### config.mk
export PLATFORM = sky130hd
export DESIGN_NAME = audio_clock_regeneration_decoder
export DESIGN_NICKNAME = d
export VERILOG_FILES = /design/src/rtl/audio_clock_regeneration_decoder.sv
export SDC_FILE = /design/constraint.sdc
export NUM_CORES = 1
export LEC_CHECK = 0
export CORE_ASPECT_RATIO = 0.9
export CORE_MARGIN = 3
export CORE_UTILIZATION = 40
export CTS_CLUSTER_SIZE = 10
export DETAILED_ROUTE_END_ITERATION = 10
export PLACE_DENSITY = 0.65
export SLEW_MARGIN = 10
export SYNTH_ARGS = -nofsm -noshare
export SYNTH_HDL_FRONTEND = slang
export SYNTH_SLANG_ARGS = --single-unit
### constraint.sdc
create_clock -name clk_pixel -period 15.45 [get_ports clk_pixel]
set_clock_uncertainty 0.2 [all_clocks]
set_input_delay 3.09 -clock clk_pixel [delete_from_list [all_inputs] [get_ports clk_pixel]]
set_output_delay 3.09 -clock clk_pixel [all_outputs]
set_load 0.01 [all_outputs]
### src/rtl/audio_clock_regeneration_decoder.sv
// audio_clock_regeneration_decoder
//   Sink side of the HDMI Audio Clock Regeneration packet. Accepts decoded
//   data-island packets with HB0 = 0x01, confirms that all four subpackets
//   carry the same N/CTS, commits N/CTS, and regenerates 128*fs and fs
//   enables from the pixel clock with a DDA (N ticks per CTS cycles).
//
//   Ports:
//     clk_pixel     pixel clock, all logic in this domain
//     reset         asynchronous, active-high
//     packet_valid  one-cycle strobe, header/sub hold a complete packet
//     header        {HB2,HB1,HB0}
//     sub           four 56-bit subpackets
//     n_out/cts_out committed N / CTS
//     acr_valid     a packet has been committed since reset
//     acr_locked    stable N/CTS (lock detector) or acr_valid
//     packet_error  one-cycle pulse on a rejected ACR packet
//     tick_128fs    one-cycle enable at average rate f_pixel*N/CTS
//     tick_fs       one-cycle enable on every 128th tick_128fs
//
//   Build option: define ACR_LOCK_DETECT_EN to enable the lock counter
//   (LOCK_COUNT consecutive consistent commits). Without it acr_locked
//   simply follows acr_valid.
module audio_clock_regeneration_decoder #(
    parameter int unsigned LOCK_COUNT = 3
) (
    input  logic            clk_pixel,
    input  logic            reset,
    input  logic            packet_valid,
    input  logic [23:0]     header,
    input  logic [3:0][55:0] sub,
    output logic [19:0]     n_out,
    output logic [19:0]     cts_out,
    output logic            acr_valid,
    output logic            acr_locked,
    output logic            packet_error,
    output logic            tick_128fs,
    output logic            tick_fs
);

    typedef enum logic [1:0] {IDLE, CHECK, COMMIT} state_t;

    state_t      state_q, state_d;
    logic [1:0]  k_q, k_d;
    logic        mismatch_q, mismatch_d;
    logic [19:0] n_cap_q [4];
    logic [19:0] n_cap_d [4];
    logic [19:0] cts_cap_q [4];
    logic [19:0] cts_cap_d [4];
    logic [19:0] n_q, n_d, cts_q, cts_d;
    logic        valid_q, valid_d;
    logic        err_q, err_d;
    logic [19:0] acc_q, acc_d;
    logic [6:0]  div_q, div_d;
    logic        tick_q, tick_d, fs_q, fs_d;
    logic [20:0] sum;
    logic        commit_ok, commit_fail;

    // Fields not carrying N/CTS are ignored.
    logic unused_bits;
    always_comb begin
        unused_bits = ^header[23:8];
        for (int unsigned i = 0; i < 4; i++)
            unused_bits = unused_bits ^ (^sub[i][39:36]) ^ (^sub[i][15:12]) ^ (^sub[i][7:0]);
    end

    always_comb begin
        state_d     = state_q;
        k_d         = k_q;
        mismatch_d  = mismatch_q;
        n_cap_d     = n_cap_q;
        cts_cap_d   = cts_cap_q;
        n_d         = n_q;
        cts_d       = cts_q;
        valid_d     = valid_q;
        err_d       = 1'b0;
        acc_d       = acc_q;
        div_d       = div_q;
        tick_d      = 1'b0;
        fs_d        = 1'b0;
        commit_ok   = 1'b0;
        commit_fail = 1'b0;

        // DDA step: acc stays below cts_q, so one subtraction suffices.
        sum = {1'b0, acc_q} + {1'b0, n_q};
        if (valid_q) begin
            if (sum >= {1'b0, cts_q}) begin
                acc_d  = 20'(sum - {1'b0, cts_q});
                tick_d = 1'b1;
            end else begin
                acc_d = sum[19:0];
            end
        end
        if (tick_d) begin
            div_d = div_q + 7'd1;
            fs_d  = (div_q == 7'd127);
        end

        case (state_q)
            IDLE: begin
                if (packet_valid && header[7:0] == 8'h01) begin
                    for (int unsigned i = 0; i < 4; i++) begin
                        n_cap_d[i]   = {sub[i][35:32], sub[i][47:40], sub[i][55:48]};
                        cts_cap_d[i] = {sub[i][11:8],  sub[i][23:16], sub[i][31:24]};
                    end
                    k_d        = 2'd0;
                    mismatch_d = 1'b0;
                    state_d    = CHECK;
                end
            end
            CHECK: begin
                if (n_cap_q[k_q] != n_cap_q[0] || cts_cap_q[k_q] != cts_cap_q[0])
                    mismatch_d = 1'b1;
                k_d = k_q + 2'd1;
                if (k_q == 2'd3)
                    state_d = COMMIT;
            end
            COMMIT: begin
                state_d = IDLE;
                if (mismatch_q || n_cap_q[0] == '0 || cts_cap_q[0] == '0 ||
                    n_cap_q[0] >= cts_cap_q[0]) begin
                    err_d       = 1'b1;
                    commit_fail = 1'b1;
                end else begin
                    commit_ok = 1'b1;
                    n_d       = n_cap_q[0];
                    cts_d     = cts_cap_q[0];
                    valid_d   = 1'b1;
                    // A new N restarts the phase; a CTS-only change keeps the
                    // phase but clamps it into the new range. This cycle's
                    // step is discarded in both cases.
                    if (n_cap_q[0] != n_q) begin
                        acc_d  = '0;
                        div_d  = '0;
                        tick_d = 1'b0;
                        fs_d   = 1'b0;
                    end else if (cts_cap_q[0] != cts_q) begin
                        acc_d  = (acc_q >= cts_cap_q[0]) ? '0 : acc_q;
                        div_d  = div_q;
                        tick_d = 1'b0;
                        fs_d   = 1'b0;
                    end
                end
            end
            default: state_d = IDLE;
        endcase
    end

    always_ff @(posedge clk_pixel or posedge reset) begin
        if (reset) begin
            state_q    <= IDLE;
            k_q        <= '0;
            mismatch_q <= 1'b0;
            for (int unsigned i = 0; i < 4; i++) begin
                n_cap_q[i]   <= '0;
                cts_cap_q[i] <= '0;
            end
            n_q        <= '0;
            cts_q      <= '0;
            valid_q    <= 1'b0;
            err_q      <= 1'b0;
            acc_q      <= '0;
            div_q      <= '0;
            tick_q     <= 1'b0;
            fs_q       <= 1'b0;
        end else begin
            state_q    <= state_d;
            k_q        <= k_d;
            mismatch_q <= mismatch_d;
            n_cap_q    <= n_cap_d;
            cts_cap_q  <= cts_cap_d;
            n_q        <= n_d;
            cts_q      <= cts_d;
            valid_q    <= valid_d;
            err_q      <= err_d;
            acc_q      <= acc_d;
            div_q      <= div_d;
            tick_q     <= tick_d;
            fs_q       <= fs_d;
        end
    end

`ifdef ACR_LOCK_DETECT_EN
    localparam int unsigned LOCK_W = $clog2(LOCK_COUNT + 1);

    logic [LOCK_W-1:0] lock_cnt_q, lock_cnt_d;
    logic              locked_q, locked_d;
    logic [19:0]       cts_delta;

    always_comb begin
        lock_cnt_d = lock_cnt_q;
        cts_delta  = (cts_cap_q[0] >= cts_q) ? cts_cap_q[0] - cts_q : cts_q - cts_cap_q[0];
        if (commit_fail) begin
            lock_cnt_d = '0;
        end else if (commit_ok) begin
            if (!valid_q)
                lock_cnt_d = LOCK_W'(1);
            else if (n_cap_q[0] == n_q && cts_delta <= 20'd1)
                lock_cnt_d = (lock_cnt_q == LOCK_W'(LOCK_COUNT)) ? lock_cnt_q : lock_cnt_q + LOCK_W'(1);
            else
                lock_cnt_d = '0;
        end
        locked_d = (lock_cnt_d == LOCK_W'(LOCK_COUNT));
    end

    always_ff @(posedge clk_pixel or posedge reset) begin
        if (reset) begin
            lock_cnt_q <= '0;
            locked_q   <= 1'b0;
        end else begin
            lock_cnt_q <= lock_cnt_d;
            locked_q   <= locked_d;
        end
    end

    assign acr_locked = locked_q;
`else
    localparam int unsigned UNUSED_LOCK_COUNT = LOCK_COUNT;
    logic unused_commit;
    assign unused_commit = commit_ok ^ commit_fail;
    assign acr_locked    = valid_q;
`endif

    assign n_out        = n_q;
    assign cts_out      = cts_q;
    assign acr_valid    = valid_q;
    assign packet_error = err_q;
    assign tick_128fs   = tick_q;
    assign tick_fs      = fs_q;

endmodule

## Word level (Yosys, flattened, before mapping)

Cells that the tools add are included.

| storage, ports and cells | value |
|---|---|
| bits in registers | 236 |
| output and inout bits | 45 |
| logic and storage cells | 96 |

| operators by class | value |
|---|---|
| add/subtract/negate cells | 4 |
| $lt $le $gt $ge | 4 |
| equality and inequality tests | 14 |
| muxes and demuxes | 39 |
| bitwise operators | 2 |
| reduce and logical (&&, ||, !) cells | 14 |

Operator list:

| cell | count |
|---|---|
| $mux W20 | 11 |
| $bmux W20 S2 | 2 |
| $ne A20 B20 Y1 | 4 |
| $ge A20 B20 Y1 | 2 |
| $logic_not A20 Y1 | 2 |
| $mux W7 | 5 |
| $add A20 B20 Y21 | 1 |
| $ge A21 B20 Y1 | 1 |
| $sub A20 B20 Y20 | 1 |
| $mux W1 | 15 |
| $eq A8 B1 Y1 const B | 1 |
| $pmux W2 S2 | 2 |
| $reduce_and A2 Y1 | 4 |
| $add A7 B1 Y7 const B | 1 |
| $eq A7 B7 Y1 const B | 1 |
| $mux W2 | 3 |
| $ne A2 B2 Y1 const B | 3 |
| $ne A5 B5 Y1 const B | 1 |
| $eq A2 B2 Y1 const B | 2 |
| $logic_or A1 B1 Y1 | 4 |
| $ne A4 B4 Y1 const B | 1 |
| $ge A3 B3 Y1 const B | 1 |
| $not A2 Y3 | 1 |
| $reduce_and A3 Y1 | 1 |
| 7 further kinds | 7 |

## Logic depth before layout (Yosys ltp)

Gate-level depths: netlist of run 1.

| logic depth | value |
|---|---|
| word-level depth | 9 |
| mapped depth | 22 |
| mapped depth without buffers | 19 |

## Least setup slack after synthesis of run 1

OpenSTA, ideal clock, no wires.

| path | value |
|---|---|
| kind | input port to flip-flop |
| start | in header[1] |
| end | reg cts_cap_q[74] (netlist name) |
| library setup time | 0.125 ns |
| data arrival time | 4.631 ns |
| required time | 15.125 ns |
| setup slack | 10.494 ns |
| stages | 7 |
| buffers on the path | 3 |
| cell sequence | nor4_1 nand4_1 or4_1 clkbuf_1 clkbuf_1 clkbuf_1 mux2_2 |

| between the ends | value |
|---|---|
| longest elaborated chain between the ends | 3 |

Ends and longest elaborated chain:

| element | line | RTL |
|---|---|---|
| from (decl) | 29 | `input logic [23:0] header,` |
| $eq A8 B1 Y1 | 100 | `if (packet_valid && header[7:0] == 8'h01) begin` |
| $logic_and A1 B1 Y1 | 100 |  |
| $reduce_and A2 Y1 (no source line) | n/a |  |
| to (signal assigned) | 170 | `cts_cap_q <= cts_cap_d;` |
| to (decl) | 47 | `logic [19:0] cts_cap_q [4];` |

No other way between the ends.
A chain may end at the register's enable or synchronous reset.

## Final worst setup path of run 1

| path | value |
|---|---|
| start | reg n_q[0], in the netlist n_out[0] |
| end | reg acc_q[12] |

| between the ends | value |
|---|---|
| longest elaborated chain between the ends | 8 |

Ends and longest elaborated chain:

| element | line | RTL |
|---|---|---|
| from (decl) | 49 | `logic [19:0] n_q, n_d, cts_q, cts_d;` |
| from (signal assigned) | 171 | `n_q <= n_d;` |
| $add A20 B20 Y21 | 84 | `sum = {1'b0, acc_q} + {1'b0, n_q};` |
| $sub A20 B20 Y20 or $ge A21 B20 Y1 (tied branches) | 87, 86 |  |
| $mux W20 | 86 | `if (sum >= {1'b0, cts_q}) begin` |
| $mux W20 | 85 | `if (valid_q) begin` |
| $mux W20 | 136 | `end else if (cts_cap_q[0] != cts_q) begin` |
| $mux W20 | 131 | `if (n_cap_q[0] != n_q) begin` |
| $mux W20 | 119 | `if (mismatch_q \|\| n_cap_q[0] == '0 \|\| cts_cap_q[0] == '0 \|\|` |
| $mux W20 | 98 | `case (state_q)` |
| to (signal assigned) | 161 | `acc_q <= '0;` |
| to (signal assigned) | 175 | `acc_q <= acc_d;` |
| to (decl) | 52 | `logic [19:0] acc_q, acc_d;` |

Parallel ways exist; a longest one is shown, timed or not.

==> run metrics, run 1 <==
Tot GR Track Use=a little under a quarter; Finish-stage setup viols=0; Mapped Cells=~1.3k; Mean Syn Cell Area=approximately 11 sq um; Final nets=1,812; clock buffer count from CTS=29; Clock Latency Late Sink=roughly 560 ps; antenna-violating nets left=0; CTS tree=done; Boundary Pins=about 300; synthesized area=approximately 14,000 sq um; initial antenna violation count=7; DRC errors left=0; hpwl dp=33,150 microns; Hold Vio Cnt, Final=0; Die Ht=183.7 microns; Area after DPL=16,570 sq um; cts repair resizes=0; Die ar.=37,380 sq um; maximum fanout along the worst path=19; Yosys reg bits=approximately 240; wire length of the first global-routing pass=between 60,000 and 70,000 microns; largest net degree at the start of global routing=between 100 and 150; Final Power=between 1500 and 2000 uW; clk slew on worst S/H paths=around 60 ps; ratio of cells with drive above 1 in the final layout=between 15 and 20%; commonest non-fill, non-tap cell in the layout=dfrtp_1; Hold Crit Start=mismatch_q; Pre-antenna DRT Iters=5; core area=~34,000 sq um; setup bufs post-CTS=0; PortBufs=215; Area growth syn-to-layout=23.94%; pwr dens=between 80 and 90 nW/um^2; Setup TNS=0 ps; final slew viol count=0; Initial Util=40.96%; syn_nets=around 1.6k; CP startpoint kind=flop; CTS sink count=about 240; Crit. End Element=flop; status=complete, no violations; Syn. warnings=0; Post-synth EDFFs=0; type of the most critical hold path=reg -> reg; worst slew pin tran=1045 ps; Crit Path Category=reg -> reg; Via Count=10.76k; relative slew slack=between 30% and 40%; gr ovfl total=0; Hold-fix buffers, CTS=0; min Tclk post-route=around 5600 ps; most frequent cells in the layout=235 x dfrtp_1, 215 x clkdlybuf4s50_1, 191 x mux2_2, 82 x ha_1, 73 x xor2_1; P_leak=about 0.0084 uW; Async SR Flop Fraction=100.0%; clk root buf=clkbuf_16; Peak VDD IR=a little over 0.00008 V; DR iter-0 viols=~860; final WL=roughly 43,000 microns; Required @ worst endpoint=roughly 16,000 ps; Post-synth top flop=dfrtp_1; die width=203.5 microns; Max Clock Freq=between 0.15 and 0.2 GHz; Finished Cell Area=about 17,000 sq um; Wirelength per Cell=21.93 microns; # rows=64; register area share after synthesis=a little over two fifths; Crit. Startpoint=n_out[0]; Max Root-Sink Buffers=3; unrepaired setup endpoints after global routing=false; fin crit share=between 30% and 40%; Yosys cell types=71; Finished Core Util=between 50% and 60%; maxcap violations=0; H-tree depth=1; routability cong.=between 0.9 and 1; vias in the first global route=10.70k; Worst Path Arrival=~5800 ps; Vias/cell=about 5.5; Critical R2R Launch=n_out[0]
logic make-up (layout without fill, tap and decap cells):
kind of cell | after synthesis | after routing | synth area share [%]
xor gates and xnor gates | 132 | 132 | 8.236
AOI/OAI and AO/OA | 225 | 225 | 10.87
buffers and inverters | 128 | 328 | 3.726
and+or+nand+nor | 251 | 251 | 9.332
other | 0 | 2 | 0
DFF | 236 | 236 | 42.07
adders and majority gates | 84 | 84 | 7.594
muxes | 230 | 230 | 18.17
power breakdown:
part	internal, uW	leakage, uW	switching [uW]
clock network	351	0.000409	259
logic	128	0.00474	124
registers	641	0.00326	40.3
per-stage QoR:
step,cells,hold slack [ps],setup slack (ps)
detailed placement,1908,270.3,9727
CTS,1948,283.4,9961
global placement,1908,265.3,9742
floorplan,1286,242.5,5685
global route,1948,311.7,9497
finish,1950,281.5,9887
Yosys cell counts, drive strengths merged (8+ instances only):
library cell    n  area share [%]
nand3          17            0.61
nor2           41             1.1
or4             8            0.43
and3           12            0.53
a21o           18            0.96
mux2i          37             2.6
xnor2          59             3.7
ha             82             7.3
clkbuf         51             1.4
a22oi           8            0.43
o211ai          9            0.48
mux2          193              16
a211oi          9            0.48
a21oi          39             1.4
nand4          20            0.89
nand2          63             1.7
nor2b          11            0.49
inv            63             1.7
nor3           11            0.39
nand2b         17            0.76
buf            13            0.64
a22o            9            0.56
o21ai          59             2.1
o21a           12            0.64
xor2           73             4.6
dfrtp         236              42
o31ai           8            0.43
nor4           32             1.4
path summary, 6_finish.rpt:
check	end	slack, ps	cells after the start
hold reg to reg	mismatch_q	280	2
min in group asynchronous	acc_q[3]	2820	2
setup reg to reg	acc_q[12]	9890	17
setup / recovery	acc_q[12]	9890	17
max in group asynchronous	cts_cap_q[26]	10820	3
hold / removal	mismatch_q	280	2
flip-flops by register name (all words and copies together) (netlist names), 2 cells and up:
register   cells
acc_q         20
cts_out       20
n_out         20
k_q            2
state_q        2
div_q          7
cts_cap_q     80
n_cap_q       80
layout make-up:
class | instances | area, sq um
Antenna cell | 2 | 5.005
Clock buffer | 35 | 778.2
Clock inverter | 5 | 43.79
Fill cell | 3191 | 16870
Inverter | 64 | 247.7
Multi-Input combinational cell | 922 | 7619
Sequential cell | 236 | 5907
Tap cell | 462 | 578.1
Timing Repair Buffer | 224 | 2220
worst max-delay path: stages, from the launching register on:
cell	delay (ps)
dfrtp_1	510
ha_1	250
inv_1	60
fa_1	410
nor2b_1	160
o31a_1	220
o21a_1	180
o21ai_0	100
nor2b_1	170
xnor2_1	210
ha_1	360
a2111o_1	500
a2111o_1	440
a21oi_2	170
o21ai_2	100
a21oi_2	780
a2111oi_0	300
o41ai_1	300
per-layer routing:
| metal | GRT usage [%] | vias to the layer above | wire length, microns |
|---|---|---|---|
| met5 | 0 | - | 58 |
| met4 | 4.239 | 10 | 867 |
| met3 | 5.364 | 69 | 3626 |
| met2 | 37.08 | 395 | 19580 |
| met1 | 31.03 | 5219 | 18630 |
| li1 | - | 5070 | - |
(Power assumes the default switching activity.)
==> run 2, diff against run 1 <==
Settings changed: PLACE_DENSITY 0.65 to 0.68.
Clock period 15.45 ns to 4.9 ns, I/O delays scaled along.
==> run metrics, run 2 (synthesis gave the netlist of run 1 again) <==
Min-Delay Endpoint=mismatch_q; hold path depth=2 (unchanged); Peak VDD IR=0.0002848 V (+250%); Crit. Startpoint=n_out[0]; crit-path most repeated cell=a31oi_4; fin crit share=96.84% (+61 points); Worst Path Arrival=4990 ps (-820 ps); max incr delay on CP=400 ps (-380 ps); largest net degree at the start of global routing=88 (-15%); CP startpoint kind=flop; core area=34,270 sq um (unchanged); P_leak=0.008750 uW (+4.1%); type of the most critical hold path=reg -> reg; Max Root-Sink Buffers=3 (unchanged); hpwl dp=34,900 microns (+5.3%); Tot GR Track Use=23.53% (+0.91 points); Final nets=1,868 (+3.1%); relative slew slack=27.02% (-3.3 points); most frequent cells in the layout=232 x dfrtp_1, 215 x clkdlybuf4s50_1, 191 x mux2_2, 77 x ha_1, 73 x xor2_1; routability cong.=0.9698 (+7.4%); # rows=64 (unchanged); Hold-fix buffers, CTS=0 (unchanged); vias in the first global route=11.25k (+5.1%); final slew viol count=0 (unchanged); Clock Latency Late Sink=570 ps (about the same); Required @ worst endpoint=5150 ps (-10,550 ps); maxcap violations=0 (unchanged); Die ar.=37,380 sq um (unchanged); initial antenna violation count=6 (-1); Vias/cell=5.620 (+1.8%); Crit Path Category=reg -> reg; commonest non-fill, non-tap cell in the layout=dfrtp_1; Hold Vio Cnt, Final=0 (unchanged); clk root buf=clkbuf_16; antenna-violating nets left=0 (unchanged); top flop regs=cts_cap_q x80, n_cap_q x80; FF-to-FF End=acc_q[5]; Finish-stage setup viols=0 (unchanged); r2r setup slk=150 ps (-9730 ps); Area growth syn-to-layout=28.76%; clk slew on worst S/H paths=60 ps (about the same); DRC errors left=0 (unchanged); CTS sink count=236 (unchanged); post-route insts no fill=2,008 (+3.0%); dpl cells=1,961 (+2.8%); Finished Core Util=52.74% (+2.0 points); Initial Util=40.96% (unchanged); gr ovfl total=0 (unchanged); die width=203.5 microns (unchanged); Via Count=11.28k (+4.8%); pwr dens=275.3 nW/um^2 (+210%); worst slew pin tran=1095 ps (+49.26 ps); maximum fanout along the worst path=8 (-11); critical path's top delay family=compound AO/OA/AOI/OAI gates; status=complete, no violations; Pre-antenna DRT Iters=6 (+1); Boundary Pins=296 (unchanged); PortBufs=215 (unchanged); Wirelength per Cell=22.29 microns (+1.6%); r2r worst-path depth=19 (+2); WP buf/inv=2 (+1); CP max-delay cell=dfrtp_1; Critical Path, Cell by Cell=ha_1 -> inv_1 -> fa_2 -> nor2b_2 -> o31a_1 -> o211a_4 -> a2111oi_4 -> o21ai_1 -> xor2_1 -> ha_4 -> nand4_1 -> nor2_1 -> a31oi_4 -> o21a_1 -> a31oi_4 -> a21o_1 -> buf_4 -> mux2_2 -> a22o_1; CTS tree=done; Hold Crit Start=mismatch_q; Critical R2R Launch=n_out[0]; DR iter-0 viols=1,036 (+21%); fill count=3,086 (-3.3%); Crit. End Element=flop; Die Ht=183.7 microns (unchanged); min Tclk post-route=4745 ps (-817.9 ps); final WL=44,750 microns (+4.6%); clock buffer count from CTS=29 (unchanged); wire length of the first global-routing pass=67,540 microns (+4.2%); Max Clock Freq=0.2107 GHz (+17%); H-tree depth=1 (unchanged); ratio of cells with drive above 1 in the final layout=21.42% (+4.3 points)
==> run 2: changes by cell type in the layout (fill, tap and decap cells not counted), moves of 3 or more <==
cell,delta
buf_12,+4
buf_4,+52
clkbuf_1,+4
dfrtp_1,-3
dfrtp_2,+3
ha_1,-5
ha_4,+5
o21ai_0,-4
o21ai_1,+3
==> run 2: worst max path at each step <==
| stage | cells past startpoint | slack, ps | end |
|---|---|---|---|
| after floorplan | 20 | 290 | acc_q[3] |
| after global placement | 19 | 100 | acc_q[16] |
| after detailed placement | 19 | -5 | acc_q[5] |
| after CTS | 19 | 30 | acc_q[5] |
| after global routing | 19 | -10 | acc_q[1] |
| final | 19 | 150 | acc_q[5] |
==> run 2: repair_timing <==
| action | 4_1_cts | 5_1_grt |
|---|---|---|
| buffers inserted | 0 | 3 |
| gates resized for setup | 1 | 31 |
| setup endpoints to repair | 6 | 28 |
| endpoints found under the hold margin | 0 | 0 |
| pin swaps | 0 | 13 |
==> run 2: stage by stage <==
step	hold WS [ps]	power (uW)	instance area, sq um	worst slack, ps	TNS, ps
after floorplan	242.5	2639	14040	290.1	0
after global routing	313.2	5169	18070	-12.71	-29.85
after detailed placement	274.8	2982	17020	-5.375	-5.375
final	286.8	4976	18070	154.7	0
after CTS	287.9	5010	17890	28.28	0
after global placement	260.3	2966	17020	97.90	0
==> run 2: routing by layer <==
layer	vias up	wire, microns	global-route usage (%)
met5	-	60	0
met4	12	1320	6.358
met3	91	4240	6.550
met2	485	20060	36.58
met1	5541	19060	32.52
li1	5155	-	-
==> run 2: area by class of cell <==
type                       instances  area [sq um]  share of cell area (%)
sequential                       236          5911                   32.70
clock buffer                      38         779.5                   4.313
clock inverter                     5         90.09                  0.4984
inverter                          64         244.0                   1.350
multi-input combinational        922          7780                   43.04
antenna                            1         2.502                 0.01384
timing repair buffer             280          2690                   14.88
tap                              462         578.1                   3.198
==> run 2: report_power, final <==
part | internal (uW) | switching (uW) | leakage, uW
Clock | 1200 | 818 | 0.000426
Sequential | 2020 | 144 | 0.00326
Combinational | 411 | 376 | 0.00507
Total | 3640 | 1340 | 0.00875
==> run 2: worst min-delay path, delay by kind of cell, from the launching register on <==
| family | cells | cell delay [ps] |
|---|---|---|
| AO/OA/AOI/OAI | 1 | 60 |
| flip-flops | 1 | 340 |
| AND/OR/NAND/NOR | 1 | 50 |
==> run 3, diff against run 2 <==
Settings changed: CORE_ASPECT_RATIO 0.9 to unset, CTS_BUF_LIST set to sky130_fd_sc_hd__clkbuf_2 sky130_fd_sc_hd__clkbuf_4 sky130_fd_sc_hd__clkbuf_8.
==> run metrics, run 3 (synthesis gave the netlist of run 1 again) <==
most frequent cells in the layout=235 x dfrtp_1, 215 x clkdlybuf4s50_1, 191 x mux2_2, 76 x ha_1, 73 x xor2_1; final WL=43,250 microns (-3.3%); clock network power share=40.0% (-0.7 points); maximum fanout along the worst path=7 (-1); hpwl dp=33,780 microns (-3.2%); relative slew slack=30.64% (+3.6 points); antenna-violating nets left=0 (unchanged); commonest non-fill, non-tap cell in the layout=dfrtp_1; Hold Vio Cnt, Final=0 (unchanged); top flop regs=cts_cap_q x80, n_cap_q x80; CP startpoint kind=flop; Required @ worst endpoint=5130 ps (-20 ps); wire length of the first global-routing pass=65,720 microns (-2.7%); Die Ht=193.3 microns (+5.2%); maxcap violations=0 (unchanged); Max Root-Sink Buffers=3 (unchanged); Fin Hold WS=287.1 ps (+0.2250 ps); vias in the first global route=11.28k (+0.30%); Finish-stage setup viols=0 (unchanged); core area=34,040 sq um (-0.69%); status=complete, no violations; Setup TNS=0 ps (unchanged); gr ovfl total=0 (unchanged); Crit Path Category=reg -> reg; H-tree depth=2 (+1); largest net degree at the start of global routing=80 (-9.1%); Cell Int Power=3580 uW (-1.6%); Boundary Pins=296 (unchanged); CTS sink count=236 (unchanged); ratio of cells with drive above 1 in the final layout=22.75% (+1.3 points); Wirelength per Cell=21.49 microns (-3.6%); Peak VDD IR=0.0002630 V (-7.7%); Sequential Power Share=44.3% (+0.8 points); clock buffer count from CTS=42 (+45%); antenna cells=0 (-1); pwr dens=272.4 nW/um^2 (-1.1%); min Tclk post-route=4770 ps (+24.69 ps); FF/Latch Area=5907 sq um (about the same); Final nets=1,871 (+0.16%); routability cong.=0.9536 (-1.7%); DR iter-0 viols=765 (-26%); fin crit share=97.35% (+0.50 points); Vias/cell=5.518 (-1.8%); Area growth syn-to-layout=28.43%; P_leak=0.008769 uW (+0.21%); type of the most critical hold path=reg -> reg; clk slew on worst S/H paths=70 ps (about the same); Psw=1331 uW (-0.63%); multi-input logic area=7806 sq um (+0.34%); PortBufs=215 (unchanged); Max Clock Freq=0.2096 GHz (-0.52%); CTS tree=done; clk root buf=clkbuf_8; DRC errors left=0 (unchanged); Pre-antenna DRT Iters=5 (-1); final slew viol count=0 (unchanged); Die ar.=37,380 sq um (about the same); Initial Util=41.24% (+0.29 points); Switching Fraction=27.09% (+0.19 points); combinational power share=15.7% (about the same); Tot GR Track Use=22.29% (-1.2 points); worst slew pin tran=1014 ps (-80.50 ps); initial antenna violation count=8 (+2); fill count=3,059 (-0.87%); die width=193.3 microns (-5.0%); Clock Latency Late Sink=560 ps (about the same); Final Power=4911 uW (-1.3%); Hold-fix buffers, CTS=0 (unchanged); # rows=67 (+4.7%); Finished Core Util=52.97% (+0.23 points); Crit. End Element=flop; Via Count=11.11k (-1.6%); Worst Path Arrival=5000 ps (about the same)
[run 3: cell count changes in the layout (fill, tap and decap cells not counted), moves of 2 or more]
cell	change
and3_4	+2
buf_4	-9
clkbuf_1	-7
clkbuf_16	-29
clkbuf_4	+15
clkbuf_8	+52
dfrtp_1	+3
dfrtp_2	-3
inv_6	+2
[run 3: cell type report]
type / count / area share [%]
repair buffers: 270 / 14.44
clock inverters: 4 / 0.2915
flip-flops and latches: 236 / 32.76
clock buffers: 69 / 4.747
well taps: 448 / 3.109
inverters: 64 / 1.353
multi-input cells: 922 / 43.30
[run 3: worst max-delay path, stage by stage (launching register included)]
cell       delay [ps]
dfrtp_1           420
ha_4              190
inv_1              70
fa_1              220
nor2b_1            70
o31a_1            350
o211a_4           280
a2111oi_4         300
o21ai_1           120
xor2_1            300
ha_1              330
a21o_1            220
a2111o_1          390
a21oi_2           180
o21ai_2           120
a21o_1            200
buf_4             180
mux2_4            300
a22o_1            190
[run 3: metal layers]
metal	routed length [microns]	track usage [%]	vias to the layer above	part of all wire, %
met5	111	0	-	0.26
met1	18930	29.76	5495	44
met2	20170	36.45	340	47
met4	968	5.706	16	2.2
met3	3071	5.636	79	7.1
li1	-	-	5177	-
[run 3: path summary, 6_finish.rpt]
check / slack, ps / endpoint / cells past startpoint / start
worst max-delay path: 130 / acc_q[3] / 18 / acc_q[0]
worst min-delay path: 290 / mismatch_q / 2 / mismatch_q
worst max register to register: 130 / acc_q[3] / 18 / acc_q[0]
worst min register to register: 290 / mismatch_q / 2 / mismatch_q
max in group asynchronous: 2830 / acc_q[17] / 3 / reset
min in group asynchronous: 680 / n_cap_q[21] / 2 / reset
[run 3: power by group through the flow]
| stage | sequential (uW) | combinational [uW] | clock [uW] |
|---|---|---|---|
| after floorplan | 2090 | 546 | 0 |
| after global placement | 2200 | 761 | 0 |
| after detailed placement | 2210 | 775 | 0 |
| after CTS | 2170 | 778 | 2000 |
| after global routing | 2180 | 839 | 2090 |
| final | 2170 | 772 | 1960 |
[run 3: timing repair]
| action | CTS | global route |
|---|---|---|
| buffers inserted | 0 | 4 |
| resized for setup | 1 | 30 |
| setup endpoints to repair | 8 | 26 |
| pin swaps | 0 | 14 |
[run 3: stage by stage]
step	cell area [sq um]	setup WS [ps]	cells
2_1_floorplan	14040	290.1	1286
3_3_place_gp	16900	-13.44	1936
3_5_place_dp	16900	-43.67	1936
4_1_cts	17820	35.19	2009
5_1_grt	18030	-70.16	2013
6_report	18030	130.0	2013
==> edit 1: new RTL, config.mk and constraints of run 3 <==
Re-encode `state_t` (3 states) as one-hot, 3 bits wide.
--- a/src/rtl/audio_clock_regeneration_decoder.sv
+++ b/src/rtl/audio_clock_regeneration_decoder.sv
@@ -37,7 +37,7 @@
     output logic            tick_fs
 );
 
-    typedef enum logic [1:0] {IDLE, CHECK, COMMIT} state_t;
+    typedef enum logic [2:0] {IDLE = 3'b001, CHECK = 3'b010, COMMIT = 3'b100} state_t;
 
     state_t      state_q, state_d;
     logic [1:0]  k_q, k_d;
Formal check against the unedited RTL: same outputs for any inputs over 4 cycles, from zero or initial values and one cycle with reset high; so few cycles prove little.
==> edit 1 against run 3 <==
- worst setup slack improved by 0.099 ns
- power decreased by 7.7%
- design area decreased by 0.78%
- hold slack got worse by 0.016 ns
- sequential cell count increased by 1
- routed wire length increased by 8.4%
- synthesized cell count increased by 26%
- area after synthesis increased by 0.86%
- critical endpoint is now acc_q[4]
==> edit 1: results (changes against run 3) <==
[grt]
antenna_found_initial=0  ; -8
grt_start_max_net_pins=99  ; +24%
grt_pass1_vias=12884  ; +14%
grt_pass1_wl_um=73100  ; +11%

[synth]
ys_top_cells_by_area=dfrtp_1 42%, nand2_1 13%, ha_1 7.2%
ys_top_cells_by_count=488 x nand2_1, 236 x dfrtp_1, 90 x xnor2_1, 82 x ha_1, 80 x inv_1
synth_cell_types=72  ; +1.4%
syn_nets=1954  ; +21%
ys_seq_area_share_pct=41.9  ; -0.17 points

[run_status]
status=complete, no violations

[final_layout]
final_nets=2181  ; +17%
nFillCells=3317  ; +8.4%
drive_above_1_share_pct=9.19  ; -14 points

[setup_path]
max_stage_delay_ns=0.56  ; +0.14 ns
slowest_stage=or4_1
cp_max_fo=6  ; -1
cp_top_family=simple AND/OR/NAND/NOR gates

[routing]
first_iter_violations=1125  ; +47%
routed_via_density=5.37  ; -2.6%

[placed_design]
place_hpwl_um=36400  ; +7.7%
place_area_um2=17000  ; +0.38%
place.gp.congestion=0.973  ; +2.0%
place_ws_ns=0.0266  ; +0.0703 ns

[sta]
worst_pin_slew_ns=1.00  ; -0.0100 ns

[power]
p_leak_nw=8.91  ; +1.6%

[clock_tree]
numCtsBuffers=41  ; -2.4%

edit 1: stage by stage:
stage	power [mW]	hold WS, ns	instances
2_1_floorplan	2.36	0.245	1619
3_3_place_gp	2.61	0.257	2255
3_5_place_dp	2.62	0.262	2255
4_1_cts	4.57	0.276	2323
5_1_grt	4.70	0.297	2326
6_report	4.53	0.272	2326
edit 1: routing by layer:
metal / track usage, % / routed length (um) / up-vias
met5: 0 / 0 / -
met4: 10.9 / 2300 / 0
met3: 4.03 / 3050 / 121
met2: 39.3 / 21300 / 486
met1: 32.9 / 20200 / 5975
li1: - / - / 5919
edit 1: worst min-delay path, stage by stage (launching register included):
cell	delay [ns]
dfrtp_1	0.34
nand2_1	0.05
nand2_1	0.05
edit 1: worst paths after layout:
kind                          startpoint            end  slack (ns)  cells after the start
setup / recovery                n_out[0]       acc_q[4]        0.23                     18
hold / removal             cts_cap_q[16]  cts_cap_q[16]        0.27                      2
setup reg to reg                n_out[0]       acc_q[4]        0.23                     18
hold reg to reg            cts_cap_q[16]  cts_cap_q[16]        0.27                      2
max in group asynchronous          reset    n_cap_q[18]        2.80                      3
min in group asynchronous          reset  cts_cap_q[23]        0.77                      2
edit 1: cells by family after synthesis:
| kind of cell | Yosys count | synth area share (%) |
|---|---|---|
| buffers and inverters | 168 | 4.87 |
| AOI/OAI and AO/OA | 246 | 11.5 |
| muxes | 68 | 4.99 |
| and+or+nand+nor | 671 | 20.3 |
| adders and majority gates | 84 | 7.53 |
| DFF | 237 | 41.9 |
| xor gates and xnor gates | 145 | 8.97 |
edit 1: power breakdown:
group          internal, mW  switching [mW]  leakage [nW]
Clock                  1.10           0.847         0.454
Combinational         0.243           0.226          5.28
Sequential             2.02          0.0936          3.17
Total                  3.37            1.17          8.91
edit 1: cell type report:
cell class | count | area, um^2 | area share (%)
Multi-Input combinational cell | 1214 | 7580 | 42.4
Timing Repair Buffer | 272 | 2630 | 14.7
Inverter | 80 | 307 | 1.71
Clock inverter | 10 | 116 | 0.651
Sequential cell | 237 | 5930 | 33.2
Clock buffer | 58 | 754 | 4.22
Tap cell | 455 | 569 | 3.18
edit 1: repair_timing:
action	in CTS	in global routing
resized for setup	0	9
buffers inserted	0	3
endpoints found under the setup margin	0	29
==> edit 2: new RTL, settings of run 3 <==
Made on the original files. Build with the macro `ACR_LOCK_DETECT_EN` defined.
--- a/src/rtl/audio_clock_regeneration_decoder.sv
+++ b/src/rtl/audio_clock_regeneration_decoder.sv
@@ -20,6 +20,8 @@
 //   Build option: define ACR_LOCK_DETECT_EN to enable the lock counter
 //   (LOCK_COUNT consecutive consistent commits). Without it acr_locked
 //   simply follows acr_valid.
+`define ACR_LOCK_DETECT_EN
+
 module audio_clock_regeneration_decoder #(
     parameter int unsigned LOCK_COUNT = 3
 ) (
Function: changed (Yosys sat finds a counterexample within 10 cycles, from zero or initial values and one cycle with reset high).
==> edit 2 against run 3 <==
- the flow now finishes with violations (negative setup slack)
- critical endpoint is now acc_q[18]
- sequential cell count increased by 3
- power increased by 12%
- global-route usage increased by 3.1 points
- area after synthesis increased by 12%
- routed wire length increased by 25%
- design area increased by 13%
- synthesized cell count increased by 20%
- cell count increased by 18%
- critical path type unchanged
- largest power group unchanged
- worst setup slack got worse by 0.20 ns
==> edit 2: results (changes against run 3) <==
[routing]
met1_length_um=23400  ; +24%
wl_met3_um=3660  ; +19%
dr.pass1.iters=6  ; +1
wl_per_cell_um=22.6  ; +5.2%
routed_via_density=5.58  ; +1.2%
first_iter_violations=967  ; +26%

[grt]
antenna_found_initial=3  ; -5
use_met3_pct=4.61  ; -1.0 points
grt_start_max_net_pins=117  ; +46%
grt_util_all_layers_pct=25.4  ; +3.1 points
globalRouteMet1Util_pct=34.3  ; +4.5 points

[placed_design]
place_area_um2=19000  ; +12%
place.gp.congestion=0.927  ; -2.8%
place_ws_ns=-0.494  ; -0.450 ns
place_hpwl_um=41800  ; +24%
dp_cells=2292  ; +18%

[sta]
setup_viol=11  ; +11
layout_setup_ws_ns=-0.0737  ; -0.204 ns
setup_tns_ns=-0.378  ; -0.378 ns

[run_status]
violations=negative setup slack
status=complete, but fails checks

[synth]
ys_seq_area_share_pct=37.9  ; -4.2 points
synth_cell_types=72  ; +1.4%
synth_adder_area_share_pct=10.1  ; +2.5 points
yosys-mux-area-fraction_pct=15.6  ; -2.6 points
syn_nets=1920  ; +18%

[clock_tree]
worst_skew_pair.late_latency_ns=0.63  ; +0.07 ns
numCtsBuffers=45  ; +7.1%

[setup_path]
max_stage_delay_ns=0.39  ; -0.03 ns
worstPathArrival_ns=5.26  ; +0.26 ns
cp_max_fo=4  ; -3

[final_layout]
finalNonFillerCells=2385  ; +18%
nFillCells=3496  ; +14%

[power]
vdd_ir_drop_max_mv=0.263  ; about the same

==> edit 2: changes by cell type in the layout (fill, tap and decap cells not counted), moves of 11 or more <==
cell / run 3 / this run
o21ai_0: 54 / 65
a21oi_1: 36 / 71
a21o_1: 18 / 35
xnor2_1: 57 / 80
ha_1: 76 / 116
mux2_2: 191 / 176
nand3_1: 17 / 29
nor2_1: 40 / 56
nand2_1: 63 / 79
xor2_1: 73 / 50
inv_1: 62 / 73
buf_4: 52 / 84
nor2b_1: 10 / 21
==> edit 2: power breakdown <==
group | internal, mW | switching, mW | total [mW]
Combinational | 0.579 | 0.652 | 1.23
Sequential | 2.05 | 0.138 | 2.19
Clock | 1.17 | 0.935 | 2.10
==> edit 2: path summary, 6_finish.rpt <==
path                                    start            end  slack, ns  cells past startpoint
worst max-delay path                 n_out[0]      acc_q[18]      -0.07                     21
worst min-delay path            cts_cap_q[24]  cts_cap_q[24]       0.30                      1
worst max register to register       n_out[0]      acc_q[18]      -0.07                     21
worst min register to register  cts_cap_q[24]  cts_cap_q[24]       0.30                      1
max in group asynchronous               reset      n_out[18]       3.21                      3
min in group asynchronous               reset   cts_cap_q[1]       0.44                      2
==> edit 2: area by class of cell <==
type                            instances  area (um^2)  area share (%)
Tap cell                              518          648            3.18
Multi-Input combinational cell       1157         9520            46.7
Antenna cell                            1         2.50          0.0123
Timing Repair Buffer                  312         2970            14.6
Clock inverter                         16          139           0.681
Clock buffer                           66          840            4.12
Sequential cell                       239         5980            29.3
Inverter                               76          297            1.45
==> edit 2: timing repair <==
item,4_1_cts,5_1_grt
buffers inserted,5,8
gates resized for setup,37,42
setup endpoints to repair,29,29
pin swaps,26,35
